$ cat config.mk
export PLATFORM = sky130hd
export DESIGN_NAME = router_ctrl
export DESIGN_NICKNAME = d
export VERILOG_FILES = /design/src/rtl/router_ctrl.sv
export SDC_FILE = /design/constraint.sdc
export NUM_CORES = 1
export LEC_CHECK = 0
export BUFFER_PORTS_ARGS = -buffer_cell sky130_fd_sc_hd__buf_2
export CORE_UTILIZATION = 53
export CTS_BUF_LIST = sky130_fd_sc_hd__clkbuf_8
export DETAILED_ROUTE_END_ITERATION = 10
export GPL_ROUTABILITY_DRIVEN = 1
export PLACE_DENSITY = 0.9
export REMOVE_ABC_BUFFERS = 1
export SYNTH_ARGS = -nofsm -noshare
export SYNTH_HDL_FRONTEND = slang
export SYNTH_SLANG_ARGS = --single-unit
$ cat constraint.sdc
create_clock -name clk -period 1.9 [get_ports clk]
set_clock_uncertainty 0.1 [all_clocks]
set_input_delay 0.475 -clock clk [delete_from_list [all_inputs] [get_ports clk]]
set_output_delay 0.475 -clock clk [all_outputs]
set_load 0.005 [all_outputs]
$ cat src/rtl/router_ctrl.sv
// rtl/router_ctrl.sv - packet router control FSM with per-port read timeout flush
// Steers header-addressed packets into one of three output FIFOs.
module router_ctrl (
    input  logic       clk,
    input  logic       reset,
    input  logic       pkt_valid,
    input  logic [1:0] data_in,
    input  logic [2:0] fifo_full,
    input  logic [2:0] fifo_empty,
    input  logic [2:0] read_enb,
    input  logic       parity_done,
    input  logic       low_pkt_valid,
    output logic       detect_add,
    output logic       lfd_state,
    output logic       ld_state,
    output logic       laf_state,
    output logic       full_state,
    output logic       rst_int_reg,
    output logic       write_enb_reg,
    output logic       busy,
    output logic [2:0] write_enb,
    output logic [2:0] valid_out,
    output logic [2:0] soft_reset,
    output logic       fifo_full_sel
);

    typedef enum logic [2:0] {
        ST_DA, ST_LFD, ST_LD, ST_FFS, ST_LAF, ST_LP, ST_CPE, ST_WTE
    } state_t;

    state_t           state_q, state_d;
    logic [1:0]       addr_q, addr_d;
    logic [2:0][4:0]  cnt_q, cnt_d;
    logic [2:0]       soft_reset_q, soft_reset_d;

    // Port 3 does not exist; selecting it yields 0.
    function automatic logic pick(input logic [2:0] vec, input logic [1:0] idx);
        case (idx)
            2'd0:    pick = vec[0];
            2'd1:    pick = vec[1];
            2'd2:    pick = vec[2];
            default: pick = 1'b0;
        endcase
    endfunction

    assign fifo_full_sel = pick(fifo_full, addr_q);
    assign valid_out     = ~fifo_empty;
    assign soft_reset    = soft_reset_q;

    always_comb begin
        state_d = state_q;
        addr_d  = addr_q;
        case (state_q)
            ST_DA: begin
                if (pkt_valid && data_in != 2'd3) begin
                    addr_d  = data_in;
                    state_d = pick(fifo_empty, data_in) ? ST_LFD : ST_WTE;
                end
            end
            ST_LFD:  state_d = ST_LD;
            ST_LD: begin
                if (fifo_full_sel)   state_d = ST_FFS;
                else if (!pkt_valid) state_d = ST_LP;
            end
            ST_FFS:  if (!fifo_full_sel) state_d = ST_LAF;
            ST_LAF: begin
                if (parity_done)        state_d = ST_DA;
                else if (low_pkt_valid) state_d = ST_LP;
                else                    state_d = ST_LD;
            end
            ST_LP:   state_d = ST_CPE;
            ST_CPE:  state_d = fifo_full_sel ? ST_FFS : ST_DA;
            ST_WTE:  if (pick(fifo_empty, addr_q)) state_d = ST_LFD;
            default: state_d = ST_DA;
        endcase
        // A timeout flush of the active port abandons the packet.
        if (pick(soft_reset_q, addr_q) && state_q != ST_DA) state_d = ST_DA;
    end

    always_comb begin
        cnt_d        = cnt_q;
        soft_reset_d = 3'b000;
        for (int i = 0; i < 3; i++) begin
            if (read_enb[i] || !valid_out[i]) begin
                cnt_d[i] = 5'd0;
            end else if (cnt_q[i] == 5'd29) begin
                cnt_d[i]        = 5'd0;
                soft_reset_d[i] = 1'b1;
            end else begin
                cnt_d[i] = cnt_q[i] + 5'd1;
            end
        end
    end

    always_ff @(posedge clk) begin
        if (reset) begin
            state_q      <= ST_DA;
            addr_q       <= 2'd0;
            cnt_q        <= '0;
            soft_reset_q <= 3'b000;
        end else begin
            state_q      <= state_d;
            addr_q       <= addr_d;
            cnt_q        <= cnt_d;
            soft_reset_q <= soft_reset_d;
        end
    end

    assign detect_add    = (state_q == ST_DA);
    assign lfd_state     = (state_q == ST_LFD);
    assign ld_state      = (state_q == ST_LD);
    assign laf_state     = (state_q == ST_LAF);
    assign full_state    = (state_q == ST_FFS);
    assign rst_int_reg   = (state_q == ST_CPE);
    assign write_enb_reg = (state_q == ST_LD) || (state_q == ST_LP) || (state_q == ST_LAF);
    assign busy          = !((state_q == ST_DA) || (state_q == ST_LD));
    assign write_enb     = write_enb_reg ? (3'b001 << addr_q) : 3'b000;

endmodule
Yosys cells after proc, flatten, opt, wreduce, memory -nomap -nowiden
Cells that the tools add are included.
W data, S select, Z words.

storage, ports and cells
  register bits after elaboration = 23
  input bits = 16
  output and inout port bits = 18
  logic and storage cells = 78

cells by class
  add/subtract/negate cells = 3
  equal/unequal tests = 19
  shift operators = 1
  muxes and demuxes = 21
  bitwise gates (word level) = 1
  reductions and logical operators = 25

operators with widths
  operator               number
  $mux W3                9
  $pmux W3 S8            1
  $add A5 B1 Y5 const B  3
  $eq A5 B5 Y1 const B   3
  $eq A3 B3 Y1 const B   4
  $pmux W1 S3            4
  $reduce_or A3 Y1       3
  $reduce_or A2 Y1       4
  $eq A3 B2 Y1 const B   2
  $logic_or A1 B1 Y1     6
  $mux W1                6
  $ne A2 B2 Y1 const B   3
  $eq A2 B1 Y1 const B   2
  $eq A2 B2 Y1 const B   2
  $logic_not A1 Y1       4
  $logic_not A2 Y1       2
  $reduce_and A4 Y1      1
  $eq A3 B1 Y1 const B   1
  $logic_not A3 Y1       1
  $ne A3 B2 Y1 const B   1
  $not A3 Y3             1
  $reduce_bool A3 Y1     1
  $shl A1 B2 Y3 const A  1
  $logic_and A1 B1 Y1    2
  3 further kinds        3

Longest topological paths before layout
  depth in word-level cells = 7
  gate-level depth with buffers = 5
  gate-level depth less buffers = 5

Worst setup path after synthesis
Ideal clock, no wire load.

  kind = flip-flop to output port
  start point = register state_q[2]
  end point = output port write_enb[1]
  arrival time = 0.975 ns
  data required time = 1.325 ns
  setup slack = 0.350 ns
  cell stages (with the launch flop) = 5
  buffers on the path = 0
  cell sequence = dfxtp_1 -> nand2b_1 -> nor2_1 -> nor2_1 -> nor3b_1

on the way
  word-level cells in the longest chain between the ends = 4
  elaborated cells on any way between the ends = 6
  classes of those cells = eq/ne: 3; mux: 1; reduce/logical: 2

ends and longest elaborated chain
  item                              line  text
  start, declared                   31    state_t state_q, state_d;
  start signal, assigned            102   state_q <= state_d;
  $eq A3 B2 Y1                      n/a
  net ld_state                      15    output logic ld_state,
  $logic_or A1 B1 Y1 (2 in series)  115   assign write_enb_reg = (state_q == ST_LD) || (state_q == ST_LP) || (state_q == ST_LAF);
  $mux W3                           117   assign write_enb = write_enb_reg ? (3'b001 << addr_q) : 3'b000;
  end, declared                     21    output logic [2:0] write_enb,

The timed path passes the listed nets, and every way through them passes these cells.

Worst setup path in the final report
  start point = register state_q[2]
  end point = output port write_enb[1]

on the way
  word-level cells in the longest chain between the ends = 4
  elaborated cells on any way between the ends = 6
  classes of those cells = eq/ne: 3; mux: 1; reduce/logical: 2

ends and longest elaborated chain
  item                                          line
  $eq A3 B2 Y1 or $eq A3 B3 Y1 (tied branches)  115
  $logic_or A1 B1 Y1                            115
  $logic_or A1 B1 Y1 *                          115
  $mux W3 *                                     117

Every way passes the cells marked *; elsewhere a longest branch is shown, timed or not.

==> summary.md <==
| Metric | Value |
|---|---|
| Status | finished, final reports clean |
| Syn Inst Count | 138 |
| Maximum buffer depth of the clock tree | 2 |
| Synth Area per Inst | 8.60 sq um |
| Combinational share of power | 35.7% |
| Die H | 49.3 microns |
| CTS Sinks | 23 |
| Cell internal pwr | 918 uW |
| CTS Buf Count | 3 |
| Global-route usage over all layers | 23.7% |
| Slowest CP cell | dfxtp_4 |
| Crit path DAT | 1.30 ns |
| Slew @ Worst Pin | 0.370 ns |
| Routability cong. | 0.911 |
| Critical path class | reg -> out |
| Core area | 0.00204 sq mm |
| Most common cell after layout, fill and taps aside | buf_2 |
| Sequential-to-total area share from yosys stat | 38.8% |
| Crit Path Max Fanout | 8 |
| Dpl ws | 0.239 ns |
| DRC | 0 |
| VDD IR max | 0.779 mV |
| PortBufs | 33 |
| Critical path, cell by cell | nand2b_1 -> nor2_2 -> nor2_2 -> nor3b_1 -> buf_2 |
| Die area | 0.00243 sq mm |
| Wirelength, routed | 2.63 mm |
| Setup crit start kind | register |
| Largest net degree at the start of global routing | 13 |
| Slowest stage delay, CP | 0.37 ns |
| Vias in the first global route | 1,072 |
| #FFs+latches synth | 23 |
| Slew Limit Fails | 0 |
| Post-detail-place hpwl | 2.02 mm |
| Sequential share of power | 43.1% |
| Diodes inserted | 0 |
| CP endpoint kind | output pin |
| Top FF cell, synth | dfxtp_1 |
| Avg WL per Cell | 13.1 microns |
| Clock Tree Root | clkbuf_8 |
| Share of cells above drive strength 1 | 31.2% |
| Area grow syn2layout | 21.1% |
| Final setup fails | 0 |
| Clk slew on worst S/H paths | 0.08 ns |
| Initial Util | 58.1% |
| Slew headroom | 75.1% |
| First-pass GRT wire length | 4.38 mm |
| CTS tree | built |
| GR Overflow Total | 0 |
| Fmax | 532 MHz |
| Max_cap viols | 0 |
| Via density per instance | 5.49 |
| Fin crit period | 1.88 ns |
| Htree depth | 1 |
| Worst hold-check path type | in -> reg |
| Non-filler cells, final | 200 |
| Nets | 196 |
| DRT iter0 DRCs | 11 |
| Period utilization | 98.9% |
| Pre-antenna DRT Iters | 5 |
| Unrepaired setup endpoints after global routing | true |
| I/O pin cnt | 34 |
| Die Span X | 49.3 microns |
| Post-Syn Area | 0.00119 sq mm |
| DR vias | 1,098 |
| Buffers & Inverters on Critical Path | 1 |
| CP required | 1.32 ns |
| Final ANT Viol Nets | 0 |
| Synth unique cells | 38 |
| Fin. Hold Viols | 0 |
| Async SR Flop Fraction | 0% |
| Final setup margin | 0.0215 ns |
| Site Rows | 16 |
| Sw Share | 35.2% |
| Worst skew pair latency | 0.27 ns |
| Crit-path most repeated cell | nor2_2 |
| Delay-heaviest family, CP | simple AND/OR/NAND/NOR gates |
| Placed insts | 196 |
| Post-synth EDFFs | 0 |
| Switching power | 498 uW |
| Hold Buf Count CTS | 0 |
| Most frequent cells in the layout | buf_2, dfxtp_1, nor2_1 |
| Antenna violations before repair | 0 |
| Leak | 0.000636 uW |
| Clk pwr share | 21.1% |
| Pwr Density | 984 mW/mm^2 |
| Yosys warning count | 0 |
==> power by group through the flow <==
| stage | Sequential, uW | Clock [uW] | Combinational (uW) |
|---|---|---|---|
| floorplan | 597 | 0 | 284 |
| global placement | 599 | 0 | 465 |
| detailed placement | 605 | 0 | 485 |
| CTS | 600 | 300 | 487 |
| global route | 621 | 324 | 553 |
| finish | 610 | 299 | 506 |
==> per-layer routing <==
layer | routed length, microns | vias to the layer above | track usage [%]
met3 | 137 | 9 | 5.30
met5 | 0 | - | 0
met2 | 1330 | 43 | 43.4
li1 | - | 542 | -
met1 | 1080 | 504 | 24.8
met4 | 83 | 0 | 12.7
==> worst paths after layout <==
check,slack [ns],to,cells after the start,from
min reg2reg,0.38,cnt_q[5],1,cnt_q[5]
min,0.35,addr_q[0],2,reset
max reg2reg,0.37,state_q[2],4,addr_q[0]
max,0.02,write_enb[1],5,state_q[2]
==> registers in the layout, summed over array words and instances, names as in the netlist <==
register	cells
addr_q	2
cnt_q	15
soft_reset	3
state_q	3
==> cells by family after synthesis <==
family                     Yosys count  share of synthesized area [%]
and+or+nand+nor                     58                           24.3
DFF                                 23                           38.8
AOI/OAI and AO/OA                   22                           14.3
buffers and inverters               16                           6.22
xor gates and xnor gates             9                           6.64
adders and majority gates            6                           6.32
muxes                                4                           3.37
==> final cells by class <==
cell class / instances / area (sq um)
fillers: 175 / 604
inverters: 12 / 45.0
flip-flops and latches: 23 / 469
well taps: 27 / 33.8
multi-input cells: 99 / 664
clock inverters: 1 / 3.75
repair buffers: 35 / 180
clock buffers: 3 / 41.3
==> synth_stat cells (3+ instances only) <==
library cell   n  area share (%)
xnor2_1        3             2.2
o21ai_0        4             1.7
nor2b_1        7             3.7
nand4_1        3             1.6
ha_1           6             6.3
nor3_1         7             3.0
mux2i_1        4             3.4
nor2_1        19             6.0
nand3_1        6             2.5
nand2_1        7             2.2
dfxtp_1       23              39
xor2_1         6             4.4
inv_1         11             3.5
==> worst register-to-register path: cells and delay by family, from the launching register on <==
family,cells,cell delay [ns]
AO/OA/AOI/OAI,3,0.61
flip-flops,1,0.43
multiplexers,1,0.30
==> metrics by stage <==
| step | utilization, % | TNS, ns | total power [uW] | area, sq um | hold slack [ns] |
|---|---|---|---|---|---|
| after floorplan | - | 0 | 881 | 1160 | 0.333 |
| after global placement | 67.2 | 0 | 1060 | 1370 | 0.346 |
| after detailed placement | 67.2 | 0 | 1090 | 1370 | 0.362 |
| after CTS | 69.7 | 0 | 1390 | 1420 | 0.347 |
| after global routing | 70.4 | -0.104 | 1500 | 1440 | 0.379 |
| final | 70.4 | 0 | 1420 | 1440 | 0.355 |
==> repair_timing <==
action / CTS / global route
pin swaps: 0 / 0
setup buffers: 0 / 0
cloned: 0 / 0
setup endpoints to repair: 5 / 5
gates resized for setup: 4 / 6
Note: power is estimated with default switching activity, not from simulation.
